## config.mk

```make
export PLATFORM = sky130hd
export DESIGN_NAME = l2_per_bridge_arbiter
export DESIGN_NICKNAME = d
export VERILOG_FILES = /design/src/rtl/l2_per_bridge_arbiter.sv
export SDC_FILE = /design/constraint.sdc
export NUM_CORES = 1
export LEC_CHECK = 0
export ABC_CLOCK_PERIOD_IN_PS = 3600
export BUFFER_PORTS_ARGS = -buffer_cell sky130_fd_sc_hd__buf_2
export CORE_AREA = 10 10 179 181
export CTS_BUF_LIST = sky130_fd_sc_hd__clkbuf_2
export CTS_CLUSTER_DIAMETER = 200
export DETAILED_ROUTE_END_ITERATION = 7
export DIE_AREA = 0 0 189 191
export MAX_ROUTING_LAYER = met4
export PLACE_DENSITY = 0.35
export SLEW_MARGIN = 20
export SYNTH_ARGS = -nofsm -noshare
export SYNTH_HDL_FRONTEND = slang
export SYNTH_SLANG_ARGS = --single-unit
```

## constraint.sdc

```tcl
create_clock -name clk -period 3.6 [get_ports clk]
set_input_delay 0.18 -clock clk [delete_from_list [all_inputs] [get_ports clk]]
set_output_delay 0.18 -clock clk [all_outputs]
set_load 0.05 [all_outputs]
```

## src/rtl/l2_per_bridge_arbiter.sv

```systemverilog
// -----------------------------------------------------------------------------
// l2_per_bridge_arbiter
//
// Shares the single L2 peripheral-bridge port among N_MASTERS demux instances.
// A round-robin scan picks one requester per cycle. The handshake is presented
// to the bridge combinationally, and the grant is echoed back to the winner.
// Only one bridge transaction is outstanding at a time. The owner of that
// transaction is remembered so the bridge response can be steered back to it.
// A new grant may be issued in the same cycle as the response (back-to-back),
// which sustains one transaction per cycle.
//
// Optional feature (macro L2_PER_ARB_TIMEOUT_EN):
//   A response watchdog. If the bridge stays silent for TIMEOUT_CYCLES cycles
//   in WAIT_RESP, an error response (opc=1, rdata=BADACCE5, rtag all-ones,
//   aux=owner aux) is returned to the owner. Any late bridge response is then
//   dropped in IDLE. Without the macro, WAIT_RESP waits indefinitely.
//
// Ports:
//   clk, rst_n          clock, asynchronous active-low reset
//   test_en_i           test mode (no functional effect)
//   m_req_i, m_*_i      per-master request and flattened payload (master k at slice k)
//   m_gnt_o             per-master grant (one-hot, combinational from per_gnt_i)
//   m_r_valid_o         per-master response valid (one-hot)
//   m_r_*_o             response payload, broadcast to all masters
//   per_req_o, per_*_o  request and payload towards the bridge
//   per_gnt_i           bridge grant
//   per_r_*_i           bridge response
// -----------------------------------------------------------------------------
module l2_per_bridge_arbiter #(
   parameter int unsigned N_MASTERS      = 4,
   parameter int unsigned ADDR_WIDTH     = 32,
   parameter int unsigned DATA_WIDTH     = 32,
   parameter int unsigned BE_WIDTH       = DATA_WIDTH / 8,
   parameter int unsigned TAG_WIDTH      = DATA_WIDTH / 8,
   parameter int unsigned AUX_WIDTH      = 4,
   parameter int unsigned TIMEOUT_CYCLES = 256
) (
   input  logic                            clk,
   input  logic                            rst_n,
   input  logic                            test_en_i,
   // master side requests
   input  logic [N_MASTERS-1:0]            m_req_i,
   input  logic [N_MASTERS*ADDR_WIDTH-1:0] m_add_i,
   input  logic [N_MASTERS-1:0]            m_wen_i,
   input  logic [N_MASTERS*DATA_WIDTH-1:0] m_wdata_i,
   input  logic [N_MASTERS*TAG_WIDTH-1:0]  m_wtag_i,
   input  logic [N_MASTERS*BE_WIDTH-1:0]   m_be_i,
   input  logic [N_MASTERS*AUX_WIDTH-1:0]  m_aux_i,
   output logic [N_MASTERS-1:0]            m_gnt_o,
   // master side responses
   output logic [N_MASTERS-1:0]            m_r_valid_o,
   output logic [DATA_WIDTH-1:0]           m_r_rdata_o,
   output logic [TAG_WIDTH-1:0]            m_r_rtag_o,
   output logic                            m_r_opc_o,
   output logic [AUX_WIDTH-1:0]            m_r_aux_o,
   // bridge side request
   output logic                            per_req_o,
   output logic [ADDR_WIDTH-1:0]           per_add_o,
   output logic                            per_wen_o,
   output logic [DATA_WIDTH-1:0]           per_wdata_o,
   output logic [TAG_WIDTH-1:0]            per_wtag_o,
   output logic [BE_WIDTH-1:0]             per_be_o,
   output logic [AUX_WIDTH-1:0]            per_aux_o,
   input  logic                            per_gnt_i,
   // bridge side response
   input  logic                            per_r_valid_i,
   input  logic [DATA_WIDTH-1:0]           per_r_rdata_i,
   input  logic [TAG_WIDTH-1:0]            per_r_rtag_i,
   input  logic                            per_r_opc_i,
   input  logic [AUX_WIDTH-1:0]            per_r_aux_i
);

   localparam int unsigned IDX_W = (N_MASTERS > 1) ? $clog2(N_MASTERS) : 1;

   localparam logic [1:0] ST_IDLE = 2'd0;
   localparam logic [1:0] ST_WAIT = 2'd1;
`ifdef L2_PER_ARB_TIMEOUT_EN
   localparam logic [1:0] ST_ERR  = 2'd2;

   localparam int unsigned           CNT_W     = $clog2(TIMEOUT_CYCLES + 1);
   localparam logic [DATA_WIDTH-1:0] ERR_RDATA = DATA_WIDTH'(32'hBADACCE5);
`endif

   // ---------------------------------------------------------------------------
   // State
   // ---------------------------------------------------------------------------
   logic [1:0]           r_cs;
   logic [1:0]           w_cs_next;
   logic [IDX_W-1:0]     r_owner;
   logic [IDX_W-1:0]     r_rr_ptr;
   logic [AUX_WIDTH-1:0] r_owner_aux;

   // ---------------------------------------------------------------------------
   // Round-robin winner selection
   // ---------------------------------------------------------------------------
   logic             w_any_req;
   logic [IDX_W-1:0] w_winner;
   logic [IDX_W-1:0] w_idx;

   // Scan from r_rr_ptr upward with wrap-around; first hit wins. With no
   // request the winner stays 0 so master 0's payload is presented by default.
   always_comb begin
      w_any_req = 1'b0;
      w_winner  = '0;
      w_idx     = '0;
      for (int unsigned k = 0; k < N_MASTERS; k++) begin
         w_idx = IDX_W'((32'(r_rr_ptr) + k) % N_MASTERS);
         if (!w_any_req && m_req_i[w_idx]) begin
            w_any_req = 1'b1;
            w_winner  = w_idx;
         end
      end
   end

   // ---------------------------------------------------------------------------
   // Payload mux towards the bridge
   // ---------------------------------------------------------------------------
   logic [AUX_WIDTH-1:0] w_win_aux;

   always_comb begin
      per_add_o   = m_add_i[ADDR_WIDTH-1:0];
      per_wen_o   = m_wen_i[0];
      per_wdata_o = m_wdata_i[DATA_WIDTH-1:0];
      per_wtag_o  = m_wtag_i[TAG_WIDTH-1:0];
      per_be_o    = m_be_i[BE_WIDTH-1:0];
      w_win_aux   = m_aux_i[AUX_WIDTH-1:0];
      for (int unsigned k = 1; k < N_MASTERS; k++) begin
         if (w_winner == IDX_W'(k)) begin
            per_add_o   = m_add_i[k*ADDR_WIDTH +: ADDR_WIDTH];
            per_wen_o   = m_wen_i[k];
            per_wdata_o = m_wdata_i[k*DATA_WIDTH +: DATA_WIDTH];
            per_wtag_o  = m_wtag_i[k*TAG_WIDTH +: TAG_WIDTH];
            per_be_o    = m_be_i[k*BE_WIDTH +: BE_WIDTH];
            w_win_aux   = m_aux_i[k*AUX_WIDTH +: AUX_WIDTH];
         end
      end
   end

   assign per_aux_o = w_win_aux;

   // ---------------------------------------------------------------------------
   // Arbitration and handshake
   // ---------------------------------------------------------------------------
   logic w_arb_en;
   logic w_grant;
   logic w_resp;

   // Arbitration is also open in WAIT_RESP on the response cycle, which lets
   // the next transaction be granted while the current one retires.
   assign w_arb_en  = (r_cs == ST_IDLE) | ((r_cs == ST_WAIT) & per_r_valid_i);
   assign per_req_o = w_arb_en & w_any_req;
   assign w_grant   = per_req_o & per_gnt_i;
   assign w_resp    = (r_cs == ST_WAIT) & per_r_valid_i;

   always_comb begin
      for (int unsigned k = 0; k < N_MASTERS; k++) begin
         m_gnt_o[k] = w_grant & (w_winner == IDX_W'(k));
      end
   end

`ifdef L2_PER_ARB_TIMEOUT_EN
   // ---------------------------------------------------------------------------
   // Response watchdog
   // ---------------------------------------------------------------------------
   logic [CNT_W-1:0] r_cnt;
   logic             w_timeout;

   // Firing one count early places ERR_RESP exactly TIMEOUT_CYCLES cycles
   // after the last WAIT_RESP entry.
   assign w_timeout = (r_cs == ST_WAIT) & ~per_r_valid_i &
                      (r_cnt == CNT_W'(TIMEOUT_CYCLES - 1));

   always_ff @(posedge clk or negedge rst_n) begin
      if (!rst_n) begin
         r_cnt <= '0;
      end else if (w_grant) begin
         r_cnt <= '0;
      end else if ((r_cs == ST_WAIT) && !per_r_valid_i) begin
         r_cnt <= r_cnt + 1'b1;
      end
   end
`endif

   // ---------------------------------------------------------------------------
   // FSM
   // ---------------------------------------------------------------------------
   always_comb begin
      w_cs_next = r_cs;
      case (r_cs)
         ST_IDLE: begin
            if (w_grant) w_cs_next = ST_WAIT;
         end
         ST_WAIT: begin
            if (w_grant) begin
               w_cs_next = ST_WAIT;
            end else if (per_r_valid_i) begin
               w_cs_next = ST_IDLE;
`ifdef L2_PER_ARB_TIMEOUT_EN
            end else if (w_timeout) begin
               w_cs_next = ST_ERR;
`endif
            end
         end
`ifdef L2_PER_ARB_TIMEOUT_EN
         ST_ERR:  w_cs_next = ST_IDLE;
`endif
         default: w_cs_next = ST_IDLE;
      endcase
   end

   always_ff @(posedge clk or negedge rst_n) begin
      if (!rst_n) begin
         r_cs        <= ST_IDLE;
         r_owner     <= '0;
         r_rr_ptr    <= '0;
         r_owner_aux <= '0;
      end else begin
         r_cs <= w_cs_next;
         if (w_grant) begin
            r_owner     <= w_winner;
            r_owner_aux <= w_win_aux;
            r_rr_ptr    <= (w_winner == IDX_W'(N_MASTERS - 1)) ? '0 : w_winner + 1'b1;
         end
      end
   end

   // ---------------------------------------------------------------------------
   // Response routing
   // ---------------------------------------------------------------------------
   logic w_route;

`ifdef L2_PER_ARB_TIMEOUT_EN
   assign w_route = w_resp | (r_cs == ST_ERR);
`else
   assign w_route = w_resp;
`endif

   always_comb begin
      for (int unsigned k = 0; k < N_MASTERS; k++) begin
         m_r_valid_o[k] = w_route & (r_owner == IDX_W'(k));
      end
   end

   // Payload is broadcast; only the valid bits are per master.
   always_comb begin
      m_r_rdata_o = per_r_rdata_i;
      m_r_rtag_o  = per_r_rtag_i;
      m_r_opc_o   = per_r_opc_i;
      m_r_aux_o   = per_r_aux_i;
`ifdef L2_PER_ARB_TIMEOUT_EN
      if (r_cs == ST_ERR) begin
         m_r_rdata_o = ERR_RDATA;
         m_r_rtag_o  = '1;
         m_r_opc_o   = 1'b1;
         m_r_aux_o   = r_owner_aux;
      end
`endif
   end

   // test_en_i has no function here; the owner aux is only read by the watchdog.
   logic w_unused_cfg;
`ifdef L2_PER_ARB_TIMEOUT_EN
   assign w_unused_cfg = test_en_i;
`else
   assign w_unused_cfg = ^{test_en_i, r_owner_aux, (TIMEOUT_CYCLES == 0)};
`endif

endmodule

```

=== Word level (Yosys, flattened, before mapping) ===
Index checks and enable logic that the tools add are counted.

* Output and inout bits: 127
* Register bits after elaboration: 6
* Word-level logic and storage cells: 81
* Bits of input ports: 358

* Reduce and logical (&&, ||, !) cells: 10
* $add $sub $neg: 4
* Bitwise gates (word level): 12
* $lt $le $gt $ge: 4
* Equality and inequality tests: 9
* Multiplexer cells: 39

{| class="wikitable"
|+ Operator list
! operator !! count
|-
| $mux W32 || 6
|-
| $mux W4 || 9
|-
| $mux W2 || 8
|-
| $lt A2 B3 Y1 const B || 4
|-
| $and A1 B1 Y1 || 11
|-
| $mux W1 || 11
|-
| $bmux W1 S2 || 4
|-
| $eq A2 B2 Y1 const B || 4
|-
| $eq A2 B1 Y1 const B || 3
|-
| $logic_not A2 Y1 || 3
|-
| $add A2 B1 Y2 const B || 2
|-
| $add A2 B2 Y2 const B || 2
|-
| $pmux W2 S2 || 1
|-
| $logic_and A1 B1 Y1 || 3
|-
| $logic_not A1 Y1 || 3
|-
| $ne A3 B3 Y1 const B || 1
|-
| $ne A2 B2 Y1 const B || 1
|-
| $reduce_and A2 Y1 || 1
|-
| $or A1 B1 Y1 || 1
|}

=== Longest topological paths before layout ===
Gate-level depths: netlist of the first run.

* Depth in word-level cells: 16
* Depth in mapped cells: 10
* Depth with buffers taken out: 7

=== Worst setup path before layout of the first run ===
OpenSTA, ideal clock, no wires.

* Path kind: reg-to-output
* Start: register r_rr_ptr[0]
* End: output per_add_o[12]
* Data arrival time: 2.280 ns
* Setup slack: 1.140 ns
* Required time: 3.420 ns
* Stages on the path, launching flop included: 11
* Path buffers: 3
* Path through: dfrtp_1 -> or2b_2 -> a21o_1 -> and4_1 -> ha_1 -> buf_2 -> buf_4 -> buf_6 -> mux2i_1 -> o21ai_1 -> mux2_2

* Cells in the longest elaborated chain, start to end: 16
* Elaborated cells on any way between the ends: 30
* Those cells by class: add/sub (3); eq/ne (3); mux (18); reduce/logical (6)

{| class="wikitable"
|+ RTL lines
! element !! line !! RTL
|-
| start: declaration || 90 || <nowiki>logic [IDX_W-1:0] r_rr_ptr;</nowiki>
|-
| start signal: assignment || 222 || <nowiki>r_rr_ptr <= (w_winner == IDX_W'(N_MASTERS - 1)) ? '0 : w_winner + 1'b1;</nowiki>
|-
| branches (longest 11 deep; another with $add A2 B1 Y2) || n/a ||
|-
| $mux W2 * || 108 || <nowiki>if (!w_any_req && m_req_i[w_idx]) begin</nowiki>
|-
| via w_winner[0] || 97 || <nowiki>logic [IDX_W-1:0] w_winner;</nowiki>
|-
| $eq A2 B1 Y1 || 128 || <nowiki>if (w_winner == IDX_W'(k)) begin</nowiki>
|-
| $mux W32 (2 in series) || 128 ||
|-
| $mux W32 * || 128 ||
|-
| end: declaration || 58 || <nowiki>output logic [ADDR_WIDTH-1:0] per_add_o,</nowiki>
|}

Mark *: on every way through the listed nets, which the timed path passes. The select of a mux whose other input is x is not followed.

=== Worst setup path in the final report of the first run ===
* Start: register r_rr_ptr[0]
* End: output per_add_o[3]

* Cells in the longest elaborated chain, start to end: 16
* Elaborated cells on any way between the ends: 30
* Those cells by class: add/sub (3); eq/ne (3); mux (18); reduce/logical (6)

{| class="wikitable"
|+ RTL lines
! element !! line
|-
| branches (longest 11 deep; another with $add A2 B1 Y2) || n/a
|-
| $mux W2 * || 108
|-
| $eq A2 B1 Y1 || 128
|-
| $mux W32 (2 in series) || 128
|-
| $mux W32 * || 128
|}

Mark *: on every way between the ends. The select of a mux whose other input is x is not followed.

==> metrics.md, run 1 <==
| Metric | Value |
|---|---|
| Post-cts hold buffer count | `1` |
| Die area | `36,100 um2` |
| Total congestion overflow | `0` |
| Fraction of power consumed by sequential logic | `0.022` |
| Wire length per cell after detailed routing | `17.0 um` |
| Number of search-and-repair iterations in the first detailed-routing pass | `4` |
| Global routing met1 resource utilization | `0.111` |
| Post-Syn Area per Cell | `7.40 um2` |
| Number of buffers added by the clock tree synthesis step | `3` |
| Most used cells in the layout excluding fill and tap cells | `sky130_fd_sc_hd__buf_2 (401), sky130_fd_sc_hd__nand2_1 (83), sky130_fd_sc_hd__mux2i_1 (78)` |
| Clock tree from TritonCTS | `yes` |
| Leak Pwr | `2.71 nW` |
| Share of synthesized registers carrying an async set or reset | `1.00` |
| # H-tree levels | `1` |
| Maximum buffer depth of the clock tree | `2` |
| Master cell of the clock root buffer | `sky130_fd_sc_hd__clkbuf_2` |
| Total power after layout | `4.49 mW` |
| Worst slew margin | `0.571` |
| Sinks on the clock net | `5` |
| Final hold vios | `0` |
| Post-layout min period | `approximately 3.0 ns` |
| Fraction of layout instances using a drive strength above 1 | `0.643` |
| Final clock period utilization by the worst path | `0.833` |
| Count of pins over their slew limit | `0` |
| Status | `complete, no violations` |
| Pin count of the biggest net entering global routing | `57` |
| Number of remaining DRC errors | `0` |
| Total of endpoints with negative setup slack in the final report | `0` |
| Post-synth EDFFs | `0` |
| Clock edge transition at the registers on the reported setup and hold paths | `0.05 ns` |
| Worst hold-check path type | `primary input to flip-flop` |
| Area of placed instances | `5430 um2` |
| Most used flip-flop cell after synthesis | `sky130_fd_sc_hd__dfrtp_1` |
| Final nets | `1,142` |
| Largest vdd supply drop | `355 uV` |
| Synthesized netlist net count | `~800` |
| Worst hold slack | `0.203 ns` |
| Worst-case setup margin in the final layout | `approximately 0.6 ns` |
| Ports placed on the boundary | `485` |
| Synthesized netlist cell count | `439` |
| Largest fanout on the critical path | `56` |
| Wire length of the first global-routing pass | `27,800 um` |
| Post-route antenna net violation count | `0` |
| Die width | `189 um` |
| Setup repair after global routing missed its margin | `no` |
| Worst Max-Slew Pin Slew | `around 0.64 ns` |
| Worst setup slack before clock tree synthesis | `about 0.79 ns` |
| Number of global-route vias before repair | `4,814` |
| Non-filler cells, final | `1,164` |
| Number of synthesized register bits | `5` |
| Max Clock Skew | `0.00133 ns` |
| Net switching fraction of the power | `0.671` |
| Number of DRC violations after detailed-routing iteration 0 | `102` |
| Signed area change from the synthesized netlist to the final layout | `68.1%` |
| Buffers inserted during post-CTS setup optimization | `0` |
| Post-Place Cells | `1,158` |
| Post-layout utilization of the core | `0.192` |
| Fmax | `333 MHz` |
| DR vias/cell | `3.76` |
| Number of max-capacitance violations reported | `0` |
| Endpoint class of the critical path | `output pin` |
| Power dissipated by switching net loads | `3.02 mW` |
| Via count | `4,374` |
| Mapped cell area | `between 3000 and 4000 um2` |
| Gr usage total | `0.0999` |
| Int Pwr | `between 1 and 1.5 mW` |
| Critical path launch point type | `flip-flop` |
| Routed wire length | `19,800 um` |
| Yosys synthesis warning count | `0` |
| Post-detail-place hpwl | `~18,000 um` |
| Sum of negative setup slack | `0 ns` |
| Crit path arrival time | `~2.8 ns` |
| Number of antenna violations at the first check in global routing | `3` |
| Num rows | `62` |
| Number of port buffers | `approximately 400` |
| GRT Max-Usage Layer | `met2` |
| RePlAce Congestion | `roughly 0.75` |
| Most common cell after layout, fill and taps aside | `sky130_fd_sc_hd__buf_2` |
| Placeable core region | `~28,000 um2` |
| Share of power burned in the clock network | `0.011` |
| Met3 track demand over resource in global routing | `0.0251` |
| Starting Density | `0.114` |
| Number of resized instances in the post-cts repair step | `0` |
| Required @ worst endpoint | `3.42 ns` |
| Share of power burned in combinational logic | `0.967` |
| Clock latency on the worst-skew pair | `0.20 ns` |
| Sequential cell area fraction in the yosys report | `0.0385` |
| Category of the most critical setup path | `flip-flop to output pin` |
| Die Ht | `191 um` |
| Power Density | `823 nW/um2` |
| Global routing usage on met2 | `0.176` |
| Final Cell Area | `5460 um2` |
| Distinct cells, synth | `33` |
[power by group through the flow]
| stage | Sequential, mW | Combinational [mW] | Clock [mW] |
|---|---|---|---|
| final | 0.0994 | 4.34 | 0.0490 |
| after detailed placement | 0.0993 | 4.41 | 0 |
| after global placement | 0.100 | 4.43 | 0 |
| after global routing | 0.102 | 4.61 | 0.0593 |
| after floorplan | 0.0927 | 3.44 | 0 |
| after CTS | 0.0983 | 4.42 | 0.0520 |
[area by class of cell]
type / instances / area [um2]
fill: 3347 / 23000
sequential: 5 / 125
timing repair buffer: 412 / 2140
inverter: 4 / 15.0
clock buffer: 4 / 20.0
antenna: 1 / 2.50
tap: 384 / 480
multi-input combinational: 354 / 2680
[final timing paths]
check / end / startpoint / slack, ns / cells past startpoint
max: per_add_o[3] / r_rr_ptr[0] / 0.60 / 8
max in group asynchronous: r_owner[0] / rst_n / 3.15 / 2
min reg2reg: r_owner[0] / r_owner[0] / 0.62 / 2
min: r_cs[0] / per_gnt_i / 0.20 / 2
max reg2reg: r_rr_ptr[1] / r_rr_ptr[0] / 1.77 / 5
min in group asynchronous: r_owner[1] / rst_n / 0.32 / 2
[synth_stat cells (4+ instances only)]
master | number | area share
sky130_fd_sc_hd__dfrtp_1 | 5 | 0.039
sky130_fd_sc_hd__o21ai_0 | 58 | 0.089
sky130_fd_sc_hd__nand2_1 | 83 | 0.096
sky130_fd_sc_hd__inv_1 | 4 | 0.0046
sky130_fd_sc_hd__buf_1 | 5 | 0.0058
sky130_fd_sc_hd__and2_1 | 4 | 0.0077
sky130_fd_sc_hd__buf_4 | 42 | 0.097
sky130_fd_sc_hd__buf_2 | 10 | 0.015
sky130_fd_sc_hd__nor2_1 | 7 | 0.0081
sky130_fd_sc_hd__mux2i_1 | 78 | 0.24
sky130_fd_sc_hd__mux2_2 | 77 | 0.27
sky130_fd_sc_hd__ha_1 | 4 | 0.015
sky130_fd_sc_hd__clkbuf_1 | 17 | 0.020
sky130_fd_sc_hd__o21ai_1 | 19 | 0.029
[kinds of logic (layout without fill, tap and decap cells)]
family,after synthesis,in the layout,synth area share
simple gates,107,107,0.142
fa+ha+maj,4,4,0.0154
buf+inv,80,420,0.149
other cells,0,1,0
flops,5,5,0.0385
mux,156,156,0.511
compound gates,87,87,0.144
[registers in the layout (all words and copies together), names as in the netlist]
register,cells
r_owner,2
r_cs,1
r_rr_ptr,2
[worst max-delay path: stages, from the launching register on]
cell,delay (ns)
sky130_fd_sc_hd__dfrtp_1,0.43
sky130_fd_sc_hd__or2b_2,0.34
sky130_fd_sc_hd__a21o_1,0.19
sky130_fd_sc_hd__nand4_1,0.14
sky130_fd_sc_hd__ha_4,0.58
sky130_fd_sc_hd__buf_4,0.30
sky130_fd_sc_hd__o21ai_0,0.11
sky130_fd_sc_hd__mux2_2,0.27
sky130_fd_sc_hd__buf_2,0.21
[routing by layer]
layer | routed length [um] | up-vias | part of all wire
met2 | 9770 | 259 | 0.49
li1 | - | 2193 | -
met1 | 8140 | 1892 | 0.41
met5 | 0 | - | 0
met3 | 1510 | 30 | 0.076
met4 | 427 | 0 | 0.022
Note: power is estimated with default switching activity, not from simulation.
==> run 2: changes to the inputs <==
--- a/config.mk
+++ b/config.mk
@@ -5,7 +5,7 @@
 export SDC_FILE = /design/constraint.sdc
 export NUM_CORES = 1
 export LEC_CHECK = 0
-export ABC_CLOCK_PERIOD_IN_PS = 3600
+export ABC_CLOCK_PERIOD_IN_PS = 3000
 export BUFFER_PORTS_ARGS = -buffer_cell sky130_fd_sc_hd__buf_2
 export CORE_AREA = 10 10 179 181
 export CTS_BUF_LIST = sky130_fd_sc_hd__clkbuf_2
==> constraint.sdc (replaced) <==
create_clock -name clk -period 3 [get_ports clk]
set_input_delay 0.15 -clock clk [delete_from_list [all_inputs] [get_ports clk]]
set_output_delay 0.15 -clock clk [all_outputs]
set_load 0.05 [all_outputs]
==> run 2 against run 1 <==
Against the previous run: clock power is 24% higher; sequential power is 20% higher; combinational power is 24% higher; total power is 24% higher; register-to-register slack worse by 0.57 ns; non-clock buffer count is 9 higher; largest cell class unchanged; sequential cell count stayed put; global-route usage is 0.11 points higher; wire length is 2.5% higher; critical path depth is 2 higher; largest power group unchanged.
==> metrics.md, run 2 (synthesized netlist as in run 1, its figures left out) <==
| Metric | Value |
|---|---|
| Master cell of the clock root buffer | `sky130_fd_sc_hd__clkbuf_2 (unchanged)` |
| # H-tree levels | `1 (unchanged)` |
| Endpoint class of the critical path | `output pin (unchanged)` |
| Ports placed on the boundary | `485 (unchanged)` |
| Total of fill cells in the finished design | `3,279 (was 3,347)` |
| Category of the most critical setup path | `flip-flop to output pin (unchanged)` |
| Num rows | `62 (unchanged)` |
| Pin count of the biggest net entering global routing | `57 (unchanged)` |
| Fmax | `353 MHz` |
| Largest vdd supply drop | `422 uV (was 355 uV)` |
| Wire length per cell after detailed routing | `17.4 um (was 17.0 um)` |
| Clock edge transition at the registers on the reported setup and hold paths | `0.06 ns (was 0.05 ns)` |
| Clock tree from TritonCTS | `yes (unchanged)` |
| Die width | `189 um (unchanged)` |
| Multi-input gate area in the final layout | `2680 um2 (about the same)` |
| RePlAce Congestion | `0.778 (was 0.748)` |
| Sum of negative setup slack | `0 ns (unchanged)` |
| Routed wire length | `20,300 um (was 19,800 um)` |
| Die Ht | `191 um (unchanged)` |
| Post-detail-place hpwl | `17,500 um (about the same)` |
| Most used cells in the layout excluding fill and tap cells | `sky130_fd_sc_hd__buf_2 (400), sky130_fd_sc_hd__nand2_1 (83), sky130_fd_sc_hd__mux2i_1 (78) (was sky130_fd_sc_hd__buf_2 (401), sky130_fd_sc_hd__nand2_1 (83), sky130_fd_sc_hd__mux2i_1 (78))` |
| Post-route antenna net violation count | `0 (unchanged)` |
| Number of DRC violations after detailed-routing iteration 0 | `99 (was 102)` |
| Fraction of layout instances using a drive strength above 1 | `0.650 (was 0.643)` |
| Largest fanout on the critical path | `12 (was 56)` |
| Number of antenna violations at the first check in global routing | `2 (was 3)` |
| Starting Density | `0.114 (unchanged)` |
| Number of remaining DRC errors | `0 (unchanged)` |
| Number of port buffers | `401 (unchanged)` |
| Max Clock Skew | `0.00244 ns (was 0.00133 ns)` |
| Worst Max-Slew Pin Slew | `0.580 ns (was 0.644 ns)` |
| Final clock period utilization by the worst path | `0.945` |
| Die area | `36,100 um2 (unchanged)` |
| Gr usage total | `0.101 (was 0.0999)` |
| Total power after layout | `5.57 mW (was 4.49 mW)` |
| Worst hold-check path type | `primary input to flip-flop (unchanged)` |
| Status | `complete, no violations (unchanged)` |
| Power Density | `994 nW/um2 (was 823 nW/um2)` |
| Final nets | `1,151 (was 1,142)` |
| Signed area change from the synthesized netlist to the final layout | `72.4% (was 68.1%)` |
| Sinks on the clock net | `5 (unchanged)` |
| Final hold vios | `0 (unchanged)` |
| Placeable core region | `28,500 um2 (unchanged)` |
| Total congestion overflow | `0 (unchanged)` |
| Crit path arrival time | `2.68 ns (was 2.82 ns)` |
| Number of global-route vias before repair | `4,892 (was 4,814)` |
| Number of search-and-repair iterations in the first detailed-routing pass | `5 (was 4)` |
| Setup repair after global routing missed its margin | `no (unchanged)` |
| DR vias/cell | `3.78 (was 3.76)` |
| Worst slew margin | `0.611 (was 0.571)` |
| Number of max-capacitance violations reported | `0 (unchanged)` |
| Leak Pwr | `2.78 nW (was 2.71 nW)` |
| Sequential cell area in the final layout | `126 um2 (was 125 um2)` |
| Clock latency on the worst-skew pair | `0.21 ns (was 0.20 ns)` |
| Wire length of the first global-routing pass | `28,300 um (was 27,800 um)` |
| Maximum buffer depth of the clock tree | `2 (unchanged)` |
| Required @ worst endpoint | `2.85 ns (was 3.42 ns)` |
| Post-layout min period | `2.83 ns` |
| Via count | `4,433 (was 4,374)` |
| Count of pins over their slew limit | `0 (unchanged)` |
| Number of buffers added by the clock tree synthesis step | `3 (unchanged)` |
| Number of antenna repair diodes | `0 (was 1)` |
| Total of endpoints with negative setup slack in the final report | `0 (unchanged)` |
| Critical path launch point type | `flip-flop (unchanged)` |
| Most common cell after layout, fill and taps aside | `sky130_fd_sc_hd__buf_2 (unchanged)` |
| Largest regs | `r_owner: 2 flops, r_rr_ptr: 2 flops, r_cs: 1 flops (unchanged)` |
[run 2: stage by stage]
stage	hold slack [ns]	utilization	setup slack (ns)	instance area (um2)	instances
finish	0.174	0.197	0.165	5600	1172
global route	0.168	0.197	0.00945	5600	1172
CTS	0.166	0.194	0.0179	5520	1168
detailed placement	-0.0294	0.193	0.268	5490	1163
global placement	-0.0296	0.193	0.258	5490	1163
floorplan	-0.146	-	0.570	3250	439
[run 2: area by class of cell]
type	count	area share
clock buffer	4	0.00357
inverter	4	0.00268
multi-input combinational	354	0.478
sequential	5	0.0226
tap	384	0.0858
timing repair buffer	421	0.408
[run 2: power by group]
part / internal (mW) / switching [mW] / leakage, nW / total (mW)
logic: 1.78 / 3.61 / 2.70 / 5.39
clock network: 0.0353 / 0.0256 / 0.0166 / 0.0609
registers: 0.0904 / 0.0282 / 0.0577 / 0.119
[run 2: worst max-delay path, cell delays in order, from the launching register on]
cell and delay (ns):
sky130_fd_sc_hd__dfrtp_2 0.41, sky130_fd_sc_hd__or2b_2 0.33, sky130_fd_sc_hd__a21o_1 0.19, sky130_fd_sc_hd__and4_1 0.21, sky130_fd_sc_hd__ha_4 0.21, sky130_fd_sc_hd__buf_4 0.15, sky130_fd_sc_hd__clkbuf_16 0.18, sky130_fd_sc_hd__mux2i_1 0.12
sky130_fd_sc_hd__o21ai_0 0.21, sky130_fd_sc_hd__mux2_2 0.19, sky130_fd_sc_hd__buf_2 0.25
[run 2: worst paths after layout]
| check | start | end | slack (ns) | cells past startpoint |
|---|---|---|---|---|
| worst max-delay path | r_rr_ptr[0] | per_add_o[8] | 0.17 | 10 |
| worst min-delay path | per_gnt_i | r_cs[0] | 0.17 | 2 |
| worst max register to register | r_rr_ptr[0] | r_rr_ptr[1] | 1.20 | 5 |
| worst min register to register | r_rr_ptr[0] | r_rr_ptr[0] | 0.59 | 1 |
| max in group asynchronous | rst_n | r_rr_ptr[0] | 2.57 | 2 |
| min in group asynchronous | rst_n | r_owner[1] | 0.29 | 2 |
[run 2: layer usage]
layer	track usage	wire length (um)	up-vias
met5	-	0	-
met4	0.0235	414	0
met3	0.0217	1480	30
met2	0.181	10200	267
met1	0.112	8210	1925
li1	-	-	2211
[run 2: repair_timing]
item	4_1_cts	5_1_grt
gates resized for setup	0	6
endpoints found under the hold margin	5	0
buffers inserted	0	2
hold buffers	1	0
endpoints found under the setup margin	0	30
